[src/rtl/arb_pkg.sv]
// Shared types and constants for the memory port arbiter.
package arb_pkg;

    typedef enum logic [1:0] {
        ARB_IDLE   = 2'd0,
        ARB_D_WAIT = 2'd1,
        ARB_I_WAIT = 2'd2
    } arb_state_e;

    // Byte enables used for instruction fetches and data reads.
    localparam logic [3:0] BUS_SEL_WORD = 4'hF;

endpackage

[src/rtl/mem_port_arbiter_if.sv]
// Datapath-port and external-bus signals of the memory port arbiter.
// slave: arbiter side; master: surrounding datapath + bus side.
interface mem_port_arbiter_if #(
    parameter int unsigned ADDR_W = 32,
    parameter int unsigned DATA_W = 32
) ();

    logic              rom_ce_i;
    logic [ADDR_W-1:0] rom_addr_i;
    logic [DATA_W-1:0] rom_data_o;
    logic              ram_ce_i;
    logic              ram_we_i;
    logic [ADDR_W-1:0] ram_addr_i;
    logic [3:0]        ram_sel_i;
    logic [DATA_W-1:0] ram_wdata_i;
    logic [DATA_W-1:0] ram_data_o;
    logic              pipe_stall_i;
    logic              stall_req_o;
    logic              bus_req_o;
    logic              bus_we_o;
    logic [ADDR_W-1:0] bus_addr_o;
    logic [3:0]        bus_sel_o;
    logic [DATA_W-1:0] bus_wdata_o;
    logic              bus_gnt_i;
    logic              bus_rvalid_i;
    logic [DATA_W-1:0] bus_rdata_i;

    modport slave (
        input  rom_ce_i, rom_addr_i, ram_ce_i, ram_we_i, ram_addr_i, ram_sel_i, ram_wdata_i,
        input  pipe_stall_i, bus_gnt_i, bus_rvalid_i, bus_rdata_i,
        output rom_data_o, ram_data_o, stall_req_o,
        output bus_req_o, bus_we_o, bus_addr_o, bus_sel_o, bus_wdata_o
    );

    modport master (
        output rom_ce_i, rom_addr_i, ram_ce_i, ram_we_i, ram_addr_i, ram_sel_i, ram_wdata_i,
        output pipe_stall_i, bus_gnt_i, bus_rvalid_i, bus_rdata_i,
        input  rom_data_o, ram_data_o, stall_req_o,
        input  bus_req_o, bus_we_o, bus_addr_o, bus_sel_o, bus_wdata_o
    );

endinterface

[src/rtl/port_result_hold.sv]
// Per-port "served" flag plus latched read data. The flag is set by a completed
// transaction (set_i for writes, capture_i for reads) and cleared when the pipeline
// advances; the data register only changes on capture.
module port_result_hold #(
    parameter int unsigned DATA_W = 32
) (
    input  logic              clk_i,
    input  logic              rst_i,
    input  logic              set_i,
    input  logic              capture_i,
    input  logic              clear_i,
    input  logic [DATA_W-1:0] data_i,
    output logic              done_o,
    output logic [DATA_W-1:0] data_o
);

    logic              done_q, done_d;
    logic [DATA_W-1:0] data_q, data_d;

    // Next-state: completion wins over clear so a finished access is never lost.
    always_comb begin
        done_d = done_q;
        data_d = data_q;
        if (clear_i) begin
            done_d = 1'b0;
        end
        if (set_i || capture_i) begin
            done_d = 1'b1;
        end
        if (capture_i) begin
            data_d = data_i;
        end
    end

    // State registers with synchronous reset.
    always_ff @(posedge clk_i) begin
        if (rst_i) begin
            done_q <= 1'b0;
            data_q <= '0;
        end else begin
            done_q <= done_d;
            data_q <= data_d;
        end
    end

    assign done_o = done_q;
    assign data_o = data_q;

endmodule

[src/rtl/mem_port_arbiter.sv]
// Shares one single-ported memory bus between the fetch (rom) and data (ram) ports.
// Data accesses win; at most one bus transaction is outstanding.
module mem_port_arbiter
    import arb_pkg::*;
#(
    parameter int unsigned ADDR_W = 32,
    parameter int unsigned DATA_W = 32
) (
    input  logic               clk_i,
    input  logic               rst_i,
    mem_port_arbiter_if.slave  port_if
);

    arb_state_e        state_q, state_d;
    logic              d_done, i_done;
    logic              d_pend, i_pend;
    logic              advance;
    logic              d_set, d_cap, i_cap;
    logic              req, req_we;
    logic [ADDR_W-1:0] req_addr;
    logic [3:0]        req_sel;
    logic [DATA_W-1:0] req_wdata;

    assign d_pend              = port_if.ram_ce_i & ~d_done;
    assign i_pend              = port_if.rom_ce_i & ~i_done;
    assign port_if.stall_req_o = (d_pend | i_pend) & ~rst_i;
    // Pipeline moves on this edge: the next instruction's requests start fresh.
    assign advance             = ~port_if.stall_req_o & ~port_if.pipe_stall_i;

    // Bus request mux and FSM next-state; everything is quiet while in reset.
    always_comb begin
        state_d   = state_q;
        req       = 1'b0;
        req_we    = 1'b0;
        req_addr  = '0;
        req_sel   = '0;
        req_wdata = '0;
        d_set     = 1'b0;
        d_cap     = 1'b0;
        i_cap     = 1'b0;
        if (!rst_i) begin
            unique case (state_q)
                ARB_IDLE: begin
                    if (d_pend) begin
                        req       = 1'b1;
                        req_we    = port_if.ram_we_i;
                        req_addr  = port_if.ram_addr_i;
                        req_sel   = port_if.ram_we_i ? port_if.ram_sel_i : BUS_SEL_WORD;
                        req_wdata = port_if.ram_wdata_i;
                        if (port_if.bus_gnt_i) begin
                            if (port_if.ram_we_i) begin
                                d_set = 1'b1;
                            end else begin
                                state_d = ARB_D_WAIT;
                            end
                        end
                    end else if (i_pend) begin
                        req      = 1'b1;
                        req_addr = port_if.rom_addr_i;
                        req_sel  = BUS_SEL_WORD;
                        if (port_if.bus_gnt_i) begin
                            state_d = ARB_I_WAIT;
                        end
                    end
                end
                ARB_D_WAIT: begin
                    if (port_if.bus_rvalid_i) begin
                        d_cap   = 1'b1;
                        state_d = ARB_IDLE;
                    end
                end
                ARB_I_WAIT: begin
                    if (port_if.bus_rvalid_i) begin
                        i_cap   = 1'b1;
                        state_d = ARB_IDLE;
                    end
                end
                default: state_d = ARB_IDLE;
            endcase
        end
    end

    assign port_if.bus_req_o   = req;
    assign port_if.bus_we_o    = req_we;
    assign port_if.bus_addr_o  = req_addr;
    assign port_if.bus_sel_o   = req_sel;
    assign port_if.bus_wdata_o = req_wdata;

    // Arbiter state register.
    always_ff @(posedge clk_i) begin
        if (rst_i) begin
            state_q <= ARB_IDLE;
        end else begin
            state_q <= state_d;
        end
    end

    port_result_hold #(
        .DATA_W (DATA_W)
    ) u_data_hold (
        .clk_i     (clk_i),
        .rst_i     (rst_i),
        .set_i     (d_set),
        .capture_i (d_cap),
        .clear_i   (advance),
        .data_i    (port_if.bus_rdata_i),
        .done_o    (d_done),
        .data_o    (port_if.ram_data_o)
    );

    port_result_hold #(
        .DATA_W (DATA_W)
    ) u_inst_hold (
        .clk_i     (clk_i),
        .rst_i     (rst_i),
        .set_i     (1'b0),
        .capture_i (i_cap),
        .clear_i   (advance),
        .data_i    (port_if.bus_rdata_i),
        .done_o    (i_done),
        .data_o    (port_if.rom_data_o)
    );

endmodule
[src/flat_wrapper.sv]
// flat-port wrapper written by rule: the top's interface ports become plain ports
module mem_port_arbiter_flat import arb_pkg::*;
#(
    parameter int unsigned ADDR_W = 32,
    parameter int unsigned DATA_W = 32
)
  (clk_i, rst_i, port_if_rom_ce_i, port_if_rom_addr_i, port_if_ram_ce_i, port_if_ram_we_i, port_if_ram_addr_i, port_if_ram_sel_i, port_if_ram_wdata_i, port_if_pipe_stall_i, port_if_bus_gnt_i, port_if_bus_rvalid_i, port_if_bus_rdata_i, port_if_rom_data_o, port_if_ram_data_o, port_if_stall_req_o, port_if_bus_req_o, port_if_bus_we_o, port_if_bus_addr_o, port_if_bus_sel_o, port_if_bus_wdata_o);
  mem_port_arbiter_if #(.ADDR_W(ADDR_W), .DATA_W(DATA_W)) port_if_i ();
  input  logic clk_i;
  input  logic rst_i;
  input wire logic [$bits(port_if_i.rom_ce_i)-1:0] port_if_rom_ce_i;
  input wire logic [$bits(port_if_i.rom_addr_i)-1:0] port_if_rom_addr_i;
  input wire logic [$bits(port_if_i.ram_ce_i)-1:0] port_if_ram_ce_i;
  input wire logic [$bits(port_if_i.ram_we_i)-1:0] port_if_ram_we_i;
  input wire logic [$bits(port_if_i.ram_addr_i)-1:0] port_if_ram_addr_i;
  input wire logic [$bits(port_if_i.ram_sel_i)-1:0] port_if_ram_sel_i;
  input wire logic [$bits(port_if_i.ram_wdata_i)-1:0] port_if_ram_wdata_i;
  input wire logic [$bits(port_if_i.pipe_stall_i)-1:0] port_if_pipe_stall_i;
  input wire logic [$bits(port_if_i.bus_gnt_i)-1:0] port_if_bus_gnt_i;
  input wire logic [$bits(port_if_i.bus_rvalid_i)-1:0] port_if_bus_rvalid_i;
  input wire logic [$bits(port_if_i.bus_rdata_i)-1:0] port_if_bus_rdata_i;
  output wire logic [$bits(port_if_i.rom_data_o)-1:0] port_if_rom_data_o;
  output wire logic [$bits(port_if_i.ram_data_o)-1:0] port_if_ram_data_o;
  output wire logic [$bits(port_if_i.stall_req_o)-1:0] port_if_stall_req_o;
  output wire logic [$bits(port_if_i.bus_req_o)-1:0] port_if_bus_req_o;
  output wire logic [$bits(port_if_i.bus_we_o)-1:0] port_if_bus_we_o;
  output wire logic [$bits(port_if_i.bus_addr_o)-1:0] port_if_bus_addr_o;
  output wire logic [$bits(port_if_i.bus_sel_o)-1:0] port_if_bus_sel_o;
  output wire logic [$bits(port_if_i.bus_wdata_o)-1:0] port_if_bus_wdata_o;
  assign port_if_i.rom_ce_i = port_if_rom_ce_i;
  assign port_if_i.rom_addr_i = port_if_rom_addr_i;
  assign port_if_i.ram_ce_i = port_if_ram_ce_i;
  assign port_if_i.ram_we_i = port_if_ram_we_i;
  assign port_if_i.ram_addr_i = port_if_ram_addr_i;
  assign port_if_i.ram_sel_i = port_if_ram_sel_i;
  assign port_if_i.ram_wdata_i = port_if_ram_wdata_i;
  assign port_if_i.pipe_stall_i = port_if_pipe_stall_i;
  assign port_if_i.bus_gnt_i = port_if_bus_gnt_i;
  assign port_if_i.bus_rvalid_i = port_if_bus_rvalid_i;
  assign port_if_i.bus_rdata_i = port_if_bus_rdata_i;
  assign port_if_rom_data_o = port_if_i.rom_data_o;
  assign port_if_ram_data_o = port_if_i.ram_data_o;
  assign port_if_stall_req_o = port_if_i.stall_req_o;
  assign port_if_bus_req_o = port_if_i.bus_req_o;
  assign port_if_bus_we_o = port_if_i.bus_we_o;
  assign port_if_bus_addr_o = port_if_i.bus_addr_o;
  assign port_if_bus_sel_o = port_if_i.bus_sel_o;
  assign port_if_bus_wdata_o = port_if_i.bus_wdata_o;
  mem_port_arbiter #(.ADDR_W(ADDR_W), .DATA_W(DATA_W)) u_core (.clk_i(clk_i), .rst_i(rst_i), .port_if(port_if_i));
endmodule
[config.mk]
export PLATFORM = sky130hd
export DESIGN_NAME = mem_port_arbiter_flat
export DESIGN_NICKNAME = d
export VERILOG_FILES = /design/src/rtl/arb_pkg.sv /design/src/rtl/mem_port_arbiter_if.sv /design/src/rtl/port_result_hold.sv /design/src/rtl/mem_port_arbiter.sv /design/src/flat_wrapper.sv
export SDC_FILE = /design/constraint.sdc
export NUM_CORES = 1
export LEC_CHECK = 0
export CORE_AREA = 2 2 106 108
export CTS_CLUSTER_DIAMETER = 200
export DETAILED_ROUTE_END_ITERATION = 8
export DIE_AREA = 0 0 108 110
export GPL_ROUTABILITY_DRIVEN = 0
export PLACE_DENSITY = 0.77
export SETUP_SLACK_MARGIN = 0.2
export SYNTH_ARGS = -nofsm -noshare
export SYNTH_HDL_FRONTEND = slang
export SYNTH_SLANG_ARGS = --single-unit
[constraint.sdc]
create_clock -name clk_i -period 3.5 [get_ports clk_i]
set_clock_uncertainty 0.2 [all_clocks]
set_input_delay 0.7 -clock clk_i [delete_from_list [all_inputs] [get_ports clk_i]]
set_output_delay 0.7 -clock clk_i [all_outputs]
set_load 0.01 [all_outputs]
# --- Word-level counts from Yosys, hierarchy flattened ---
# Cells that the tools add are included.
word_totals:
  register_bits: 68
  latchBits: 0
  ram_bits: 0
  rom_bits: 0
  inputBits: 140
  output_inout_bits: 135
  wordCells: 67
  memories: 0
classes:
  add_sub_neg: 0
  multipliers: 0
  div_mod_pow: 0
  order_cmp: 0
  n_eq_ne: 7
  n_shift: 0
  muxes: 39
  n_bitwise: 10
  reduce_logical: 6
op_table:
  columns: ["operator", "n"]
  rows:
  - ["two-way mux 32 bit", 7]
  - ["two-way mux 1 bit", 20]
  - ["two-way mux 4 bit", 5]
  - ["two-way mux 2 bit", 6]
  - ["!= test 3 bit (second input constant)", 3]
  - ["NOT 1 bit", 5]
  - ["AND reduction 5 bit", 1]
  - ["AND 1 bit", 4]
  - ["one-hot mux 2 bit (2 select lines)", 1]
  - ["nonzero test 2 bit", 2]
  - ["!= test 3 x 1 -> 1 bit (second input constant)", 1]
  - ["equality test 2 x 1 -> 1 bit (second input constant)", 1]
  - ["equality test 2 bit (second input constant)", 1]
  - ["zero test 2 bit", 1]
  - ["!= test 2 x 1 -> 1 bit (second input constant)", 1]
  - ["OR reduction 2 bit", 1]
  - ["logical OR 1 bit", 1]
  - ["OR 1 bit", 1]

# --- Depth between registers and ports, before layout ---
# Gate-level depths: netlist (run 1).
logic_depth:
  ltp_word: 8
  mapped_depth: 7
  depth_no_buf: 5

# --- Modules after synthesis ---
# A second synthesis (run 1) with hierarchy kept.
unflattened:
  hier_cells: 368
  hier_area_um2: 3395.8
by_module_without_submodules:
  columns: ["mod", "n_inst", "cells_per_inst", "area_per_inst_um2", "seq_area_each_um2"]
  rows:
  - ["port_result_hold", 2, 108, 1204.9, 660.6]
  - ["mem_port_arbiter", 1, 152, 985.9, 40.0]

# --- Worst setup path before layout (run 1) ---
# OpenSTA, ideal clock, no wires.
synth_path:
  path_kind: "input -> output"
  start: "input port_if_rom_ce_i"
  end: "output port_if_bus_sel_o[0]"
  t_arrival_ps: 1429
  required_time_ps: 2600
  slack_ps: 1171
  stages: 3
  path_buffers: 0
  cell_sequence: "or2b_2 > a21oi_4 > o21a_1"
synth_between:
  elab_chain_cells: 5
synth_lines:
  columns: ["item", "line_no", "source"]
  rows:
  - ["start, declared", "flat_wrapper.sv:11", "input wire logic [$bits(port_if_i.rom_ce_i)-1:0] port_if_rom_ce_i;"]
  - ["AND 1 bit", "mem_port_arbiter.sv:25", "assign i_pend = port_if.rom_ce_i & ~i_done;"]
  - ["two-way mux 4 bit", "mem_port_arbiter.sv:57", "end else if (i_pend) begin"]
  - ["two-way mux 4 bit", "mem_port_arbiter.sv:44", "if (d_pend) begin"]
  - ["two-way mux 4 bit", "mem_port_arbiter.sv:42", "unique case (state_q)"]
  - ["two-way mux 4 bit", "mem_port_arbiter.sv:41", "if (!rst_i) begin"]
  - ["end, declared", "flat_wrapper.sv:28", "output wire logic [$bits(port_if_i.bus_sel_o)-1:0] port_if_bus_sel_o;"]
# No other way between the ends.

# --- Worst setup path in the final report (run 1) ---
layout_path:
  start: "input port_if_rom_ce_i"
  end: "output port_if_bus_sel_o[3]"
# The elaborated chain is that of the path after synthesis.

==> results.txt, run 1 <==
Outcome: finished, final reports clean
HP Class: register to register
Root Buffer: clkbuf_8
Final hold vios: 0
DRC viols: 0
Avg Inst Size Synth: 7.65 µm²
VDD IR-drop max: 0.201 mV
WP data arrival: 2.41 ns
Total track usage: 0.225
Maxcap violations: 0
Initial antenna violation count: 0
Synth warn: 0
Crit. End Element: output pin
CTS clk-pin slew, worst paths: 0.07 ns
Min Tclk post-route: 3.31 ns
Total grt overflow: 0
Post-synth cell types: 30
Io pins: 275
Pre-Repair DR Iteration Count: 5
Ys async rst share: 0
Die width: 108 µm
Clk buf depth: 2
Total vias in the final route: 4,153
Final Max Tran Viols: 0
RSZ-0062 raised after global routing: yes
Hold Buf Count CTS: 0
CTS tree: yes
First-pass GRT wire length: 20.7 mm
Synth Cell Area: 3370 µm²
Pwr/cell area: 363 nW/µm²
Post-route ant nets: 0
Fmax: 302 MHz
Final WL: 14.1 mm
Worst rel slew slack: 0.272
Num CTS Buffers: 9
R2r setup slk: 1.40 ns
Synth-to-layout area growth: 91.5%
Die Area: 11,900 µm²
Routed vias/inst: 4.94
LEAKAGE: 2.81 nW
Row cnt: 38
Largest net degree at the start of global routing: 68
CP Class: input port to output pin
Final period utilization: 0.945
Port Buffers: 274
Vias in the first global route: 3,994
Post-layout nets: 838
Layout cells sized above 1: 0.0571
EDFF count, synth: 0
CORE AREA: 10,700 µm²
CP required: 2.60 ns
CP startpoint kind: input port
Seq/Total Area, Yosys: 0.404
Post-DP HPWL: 10.5 mm
Synthesized flop and latch total: 68
Main synth FF type: dfxtp_1
Syn_nets: 584
Number of DRC markers in iteration 0: 275
Die Y: 110 µm
ANT cells: 0
Htree depth: 3
Cells after synthesis: 441
Initial Utilization: 0.315
# clock sinks: 68
Max FO, Critical Path: 3
Final setup TNS: 0 ns
Post-DR wirelength/cell: 16.8 µm
Worst slew pin tran: 1.09 ns
# setup viols final: 0
Worst hold slack: 0.250 ns
Worst-skew pair later-pin latency: 0.33 ns
placed cells by master (no fill, tap or decap), drive strengths merged:
cell,count
a21oi,3
a31o,1
a32oi,32
a41oi,1
and2b,3
and3,32
and3b,5
buf,11
bufinv,3
clkbuf,11
clkdlybuf4s50,237
clkinv,2
clkinvlp,1
dfxtp,68
dlygate4sd2,14
dlymetal6s2s,23
ha,3
inv,3
nand2,129
nand2b,4
nand3,2
nand4,1
nand4b,1
nor2,33
nor2b,3
o211ai,4
o21a,4
o21ai,65
or2b,1
synthesized netlist by cell type, types with 4 or more instances:
cell type  instances  area, µm²
buf_2             10       50.1
buf_4             14        105
a32oi_1           32        280
o21ai_0           17       85.1
o21a_1             4       30.0
and3_1            32        200
nand2_1          129        484
clkbuf_1           9       33.8
dfxtp_1           68       1360
and3b_1            5       43.8
nand2b_1           4       25.0
nor2_1            33        124
buf_6              9        101
o21ai_1           48        240
timing repair:
action / in CTS / in global routing
setup endpoints to repair: 58 / 56
resized for setup: 16 / 26
setup buffers: 2 / 1
gates cloned: 0 / 2
pin swaps: 1 / 0
registers in the layout (all words and copies together) (netlist names):
name	flops
u_core.state_q	2
u_core.u_inst_hold.done_o	1
u_core.u_data_hold.done_o	1
u_core.u_data_hold.data_o	32
u_core.u_inst_hold.data_o	32
through the flow:
stage	cell area [µm²]	power, mW	setup WS, ns	utilization	instances
3_3_place_gp	6100	1.55	0.143	0.570	819
2_1_floorplan	3370	1.16	1.17	-	441
3_5_place_dp	6100	1.56	0.130	0.570	819
6_report	6460	2.35	0.193	0.604	840
4_1_cts	6350	2.35	0.172	0.594	837
5_1_grt	6460	2.46	0.134	0.604	840
logic make-up (layout without fill, tap and decap cells):
group / count (synthesis) / in the layout / synth area share
AO/OA/AOI/OAI: 110 / 110 / 0.212
adder cells (fa/ha/maj): 3 / 3 / 0.0111
buffers and inverters: 47 / 305 / 0.0924
flip-flops: 68 / 68 / 0.404
AND/OR/NAND/NOR: 213 / 214 / 0.281
layer usage:
layer / wire length, µm / vias up / GRT usage
li1: - / 2022 / -
met1: 5690 / 1905 / 0.268
met2: 6820 / 191 / 0.381
met3: 1110 / 35 / 0.0717
met4: 488 / 0 / 0.0806
met5: 0 / - / 0
where the power goes:
part           internal (mW)  leakage [nW]  switching (mW)
Sequential             0.810         0.550          0.0215
Combinational          0.409          2.13           0.320
Clock                  0.493         0.122           0.293
Total                   1.71          2.81           0.634
area by class of cell:
type | count | area, µm²
Clock buffer | 10 | 138
Clock inverter | 6 | 111
Fill cell | 925 | 4240
Inverter | 3 | 11.3
Multi-Input combinational cell | 327 | 1720
Sequential cell | 68 | 1360
Tap cell | 140 | 175
Timing Repair Buffer | 286 | 2940
worst max-delay path, stage by stage:
cell and delay, ns:
clkdlybuf4s50_1 0.50, or2b_2 0.36, a21oi_4 0.17, o21a_1 0.15, clkdlybuf4s50_1 0.53
worst paths after layout:
| kind | start | depth (start not counted) | endpoint |
|---|---|---|---|
| max | port_if_rom_ce_i | 5 | port_if_bus_sel_o[3] |
| min | u_core.u_inst_hold.data_o[21]$_SDFFE_PP0P_ | 2 | u_core.u_inst_hold.data_o[21]$_SDFFE_PP0P_ |
| min reg2reg | u_core.u_inst_hold.data_o[21]$_SDFFE_PP0P_ | 2 | u_core.u_inst_hold.data_o[21]$_SDFFE_PP0P_ |
| max reg2reg | u_core.state_q[1]$_SDFFE_PP0P_ | 4 | u_core.u_data_hold.data_o[7]$_SDFFE_PP0P_ |
No activity file was read; power rests on OpenSTA's default activity.
==> run 2: changes to the inputs <==
--- a/config.mk
+++ b/config.mk
@@ -5,12 +5,12 @@
 export SDC_FILE = /design/constraint.sdc
 export NUM_CORES = 1
 export LEC_CHECK = 0
-export CORE_AREA = 2 2 106 108
+export CORE_MARGIN = 2
+export CORE_UTILIZATION = 30
 export CTS_CLUSTER_DIAMETER = 200
 export DETAILED_ROUTE_END_ITERATION = 8
-export DIE_AREA = 0 0 108 110
 export GPL_ROUTABILITY_DRIVEN = 0
-export PLACE_DENSITY = 0.77
+export PLACE_DENSITY_LB_ADDON = 0.3
 export SETUP_SLACK_MARGIN = 0.2
 export SYNTH_ARGS = -nofsm -noshare
 export SYNTH_HDL_FRONTEND = slang
==> run 2 against run 1 <==
Effect of this change: sequential power hardly changed; count of clock-buffer cells in the layout is 1 lower; sequential share of layout area barely moved; global-route usage decreased by 2.0 points; sequential cell count did not move; die area up 1.9%; routed wire length decreased by 5.0%; maximum frequency increased by 0.13%; non-clock buffer count rose by 3.
==> results.txt, run 2 (same netlist as run 1, synthesis figures left out) <==
CP Class: input port to output pin
ANT cells: 0
Commonest non-fill, non-tap cell in the layout: clkdlybuf4s50_1
Layout Cells excl Fill: 842
Number of DRC markers in iteration 0: 350
Setup WS pre-CTS: 0.114 ns
Die Area: 12,100 µm²
Post-DP HPWL: 10.0 mm
Final Max Tran Viols: 0
Vias in the first global route: 3,830
Post-route ant nets: 0
VDD IR-drop max: 0.235 mV
Hold Crit Depth: 2
CP startpoint kind: input port
Worst stage delay on the critical path: 0.53 ns
Crit path launch: port_if_rom_ce_i
Outcome: finished, final reports clean
Layout cells sized above 1: 0.0598
Die Y: 110 µm
Min Tclk post-route: 3.30 ns
Io pins: 275
Final period utilization: 0.944
Total vias in the final route: 4,044
Worst slew pin tran: 0.594 ns
RSZ-0062 raised after global routing: yes
Final hold vios: 0
# setup viols final: 0
Pwr/cell area: 352 nW/µm²
Max FO, Critical Path: 3
Worst-path cell chain: clkdlybuf4s50_1, or2b_2, a21oi_4, buf_4, clkdlybuf4s50_1
Final worst setup slack: 0.197 ns
Port Buffers: 274
Total grt overflow: 0
Post-DR wirelength/cell: 15.9 µm
Htree depth: 3
Initial Utilization: 0.310
Die width: 110 µm
Reg-to-Reg Start: u_core.state_q[1]$_SDFFE_PP0P_
CTS tree: yes
Worst-skew pair later-pin latency: 0.35 ns
CORE AREA: 10,900 µm²
DRC viols: 0
Worst setup path endpoint: port_if_bus_req_o
Clk buf depth: 2
Pre-Repair DR Iteration Count: 4
WP data arrival: 2.40 ns
Multi-input logic area: 1710 µm²
Row cnt: 38
Most common cell on crit path: clkdlybuf4s50_1
Final setup TNS: 0 ns
LEAKAGE: 2.78 nW
Total track usage: 0.205
Final core occ: 0.593
HP Class: register to register
Final WL: 13.4 mm
Largest net degree at the start of global routing: 65
Fmax: 303 MHz
Maxcap violations: 0
R2R depth: 6
Hold Buf Count CTS: 0
Most frequent cells in the layout: 238 x clkdlybuf4s50_1, 129 x nand2_1, 68 x dfxtp_1
CTS clk-pin slew, worst paths: 0.06 ns
Design Power: 2.27 mW
Critical path's slowest cell: clkdlybuf4s50_1
Worst path depth: 5
Initial antenna violation count: 0
Post-Place Cells: 820
Critical path buffers and inverters: 3
First-pass GRT wire length: 19.2 mm
R2r setup slk: 1.66 ns
Family with the most delay on the worst path: buffers and inverters
RR Endpoint: u_core.u_data_hold.data_o[21]$_SDFFE_PP0P_
# clock sinks: 68
Post-layout nets: 840
FF+latch area: 1360 µm²
Routed vias/inst: 4.80
Synth-to-layout area growth: 91.4%
Worst rel slew slack: 0.604
CP required: 2.60 ns
Fillcell total: 998
Root Buffer: clkbuf_8
Num CTS Buffers: 9
Crit. End Element: output pin
==> run 2: worst min-delay path, cell delays in order (launching register included) <==
cell     delay (ns)
dfxtp_1        0.31
nand2_1        0.05
o21ai_1        0.05
==> run 2: where the power goes <==
part,internal [mW],leakage [nW],switching (mW),total (mW)
Combinational,0.411,2.12,0.313,0.724
Sequential,0.810,0.550,0.0215,0.831
Clock,0.404,0.110,0.310,0.714
Total,1.63,2.78,0.644,2.27
==> run 2: cell type report <==
| type | count | area share |
|---|---|---|
| tap | 140 | 0.0271 |
| timing repair buffer | 289 | 0.461 |
| clock buffer | 9 | 0.0192 |
| sequential | 68 | 0.211 |
| multi-input combinational | 326 | 0.264 |
| inverter | 3 | 0.00174 |
| clock inverter | 7 | 0.0153 |
==> run 2: per-layer routing <==
metal  global-route usage  share of wire
met5                    0              0
met4               0.0552          0.015
met3               0.0741          0.088
met2                0.355           0.49
met1                0.238           0.41
==> run 2: stage by stage <==
| stage | instance area [µm²] | hold slack [ns] |
|---|---|---|
| 6_report | 6450 | 0.248 |
| 2_1_floorplan | 3370 | 0.267 |
| 3_3_place_gp | 6120 | 0.236 |
| 5_1_grt | 6450 | 0.272 |
| 3_5_place_dp | 6120 | 0.241 |
| 4_1_cts | 6350 | 0.252 |
==> run 2: how the worst min path moves through the flow <==
stage / from / end / slack [ns]
4_1_cts: u_core.u_data_hold.data_o[20]$_SDFFE_PP0P_ / u_core.u_data_hold.data_o[20]$_SDFFE_PP0P_ / 0.25
3_3_place_gp: u_core.u_data_hold.data_o[20]$_SDFFE_PP0P_ / u_core.u_data_hold.data_o[20]$_SDFFE_PP0P_ / 0.24
6_report: u_core.u_data_hold.data_o[20]$_SDFFE_PP0P_ / u_core.u_data_hold.data_o[20]$_SDFFE_PP0P_ / 0.25
5_1_grt: u_core.u_inst_hold.data_o[23]$_SDFFE_PP0P_ / u_core.u_inst_hold.data_o[23]$_SDFFE_PP0P_ / 0.27
2_1_floorplan: u_core.u_data_hold.done_o$_SDFFE_PP0P_ / u_core.u_data_hold.done_o$_SDFFE_PP0P_ / 0.27
3_5_place_dp: u_core.u_inst_hold.data_o[6]$_SDFFE_PP0P_ / u_core.u_inst_hold.data_o[6]$_SDFFE_PP0P_ / 0.24
==> run 2: timing repair <==
item,in CTS,in global routing
gates resized for setup,17,26
endpoints found under the setup margin,56,54
hold endpoints to repair,0,0
cloned,0,2
pin swaps,1,1
setup buffers,2,2
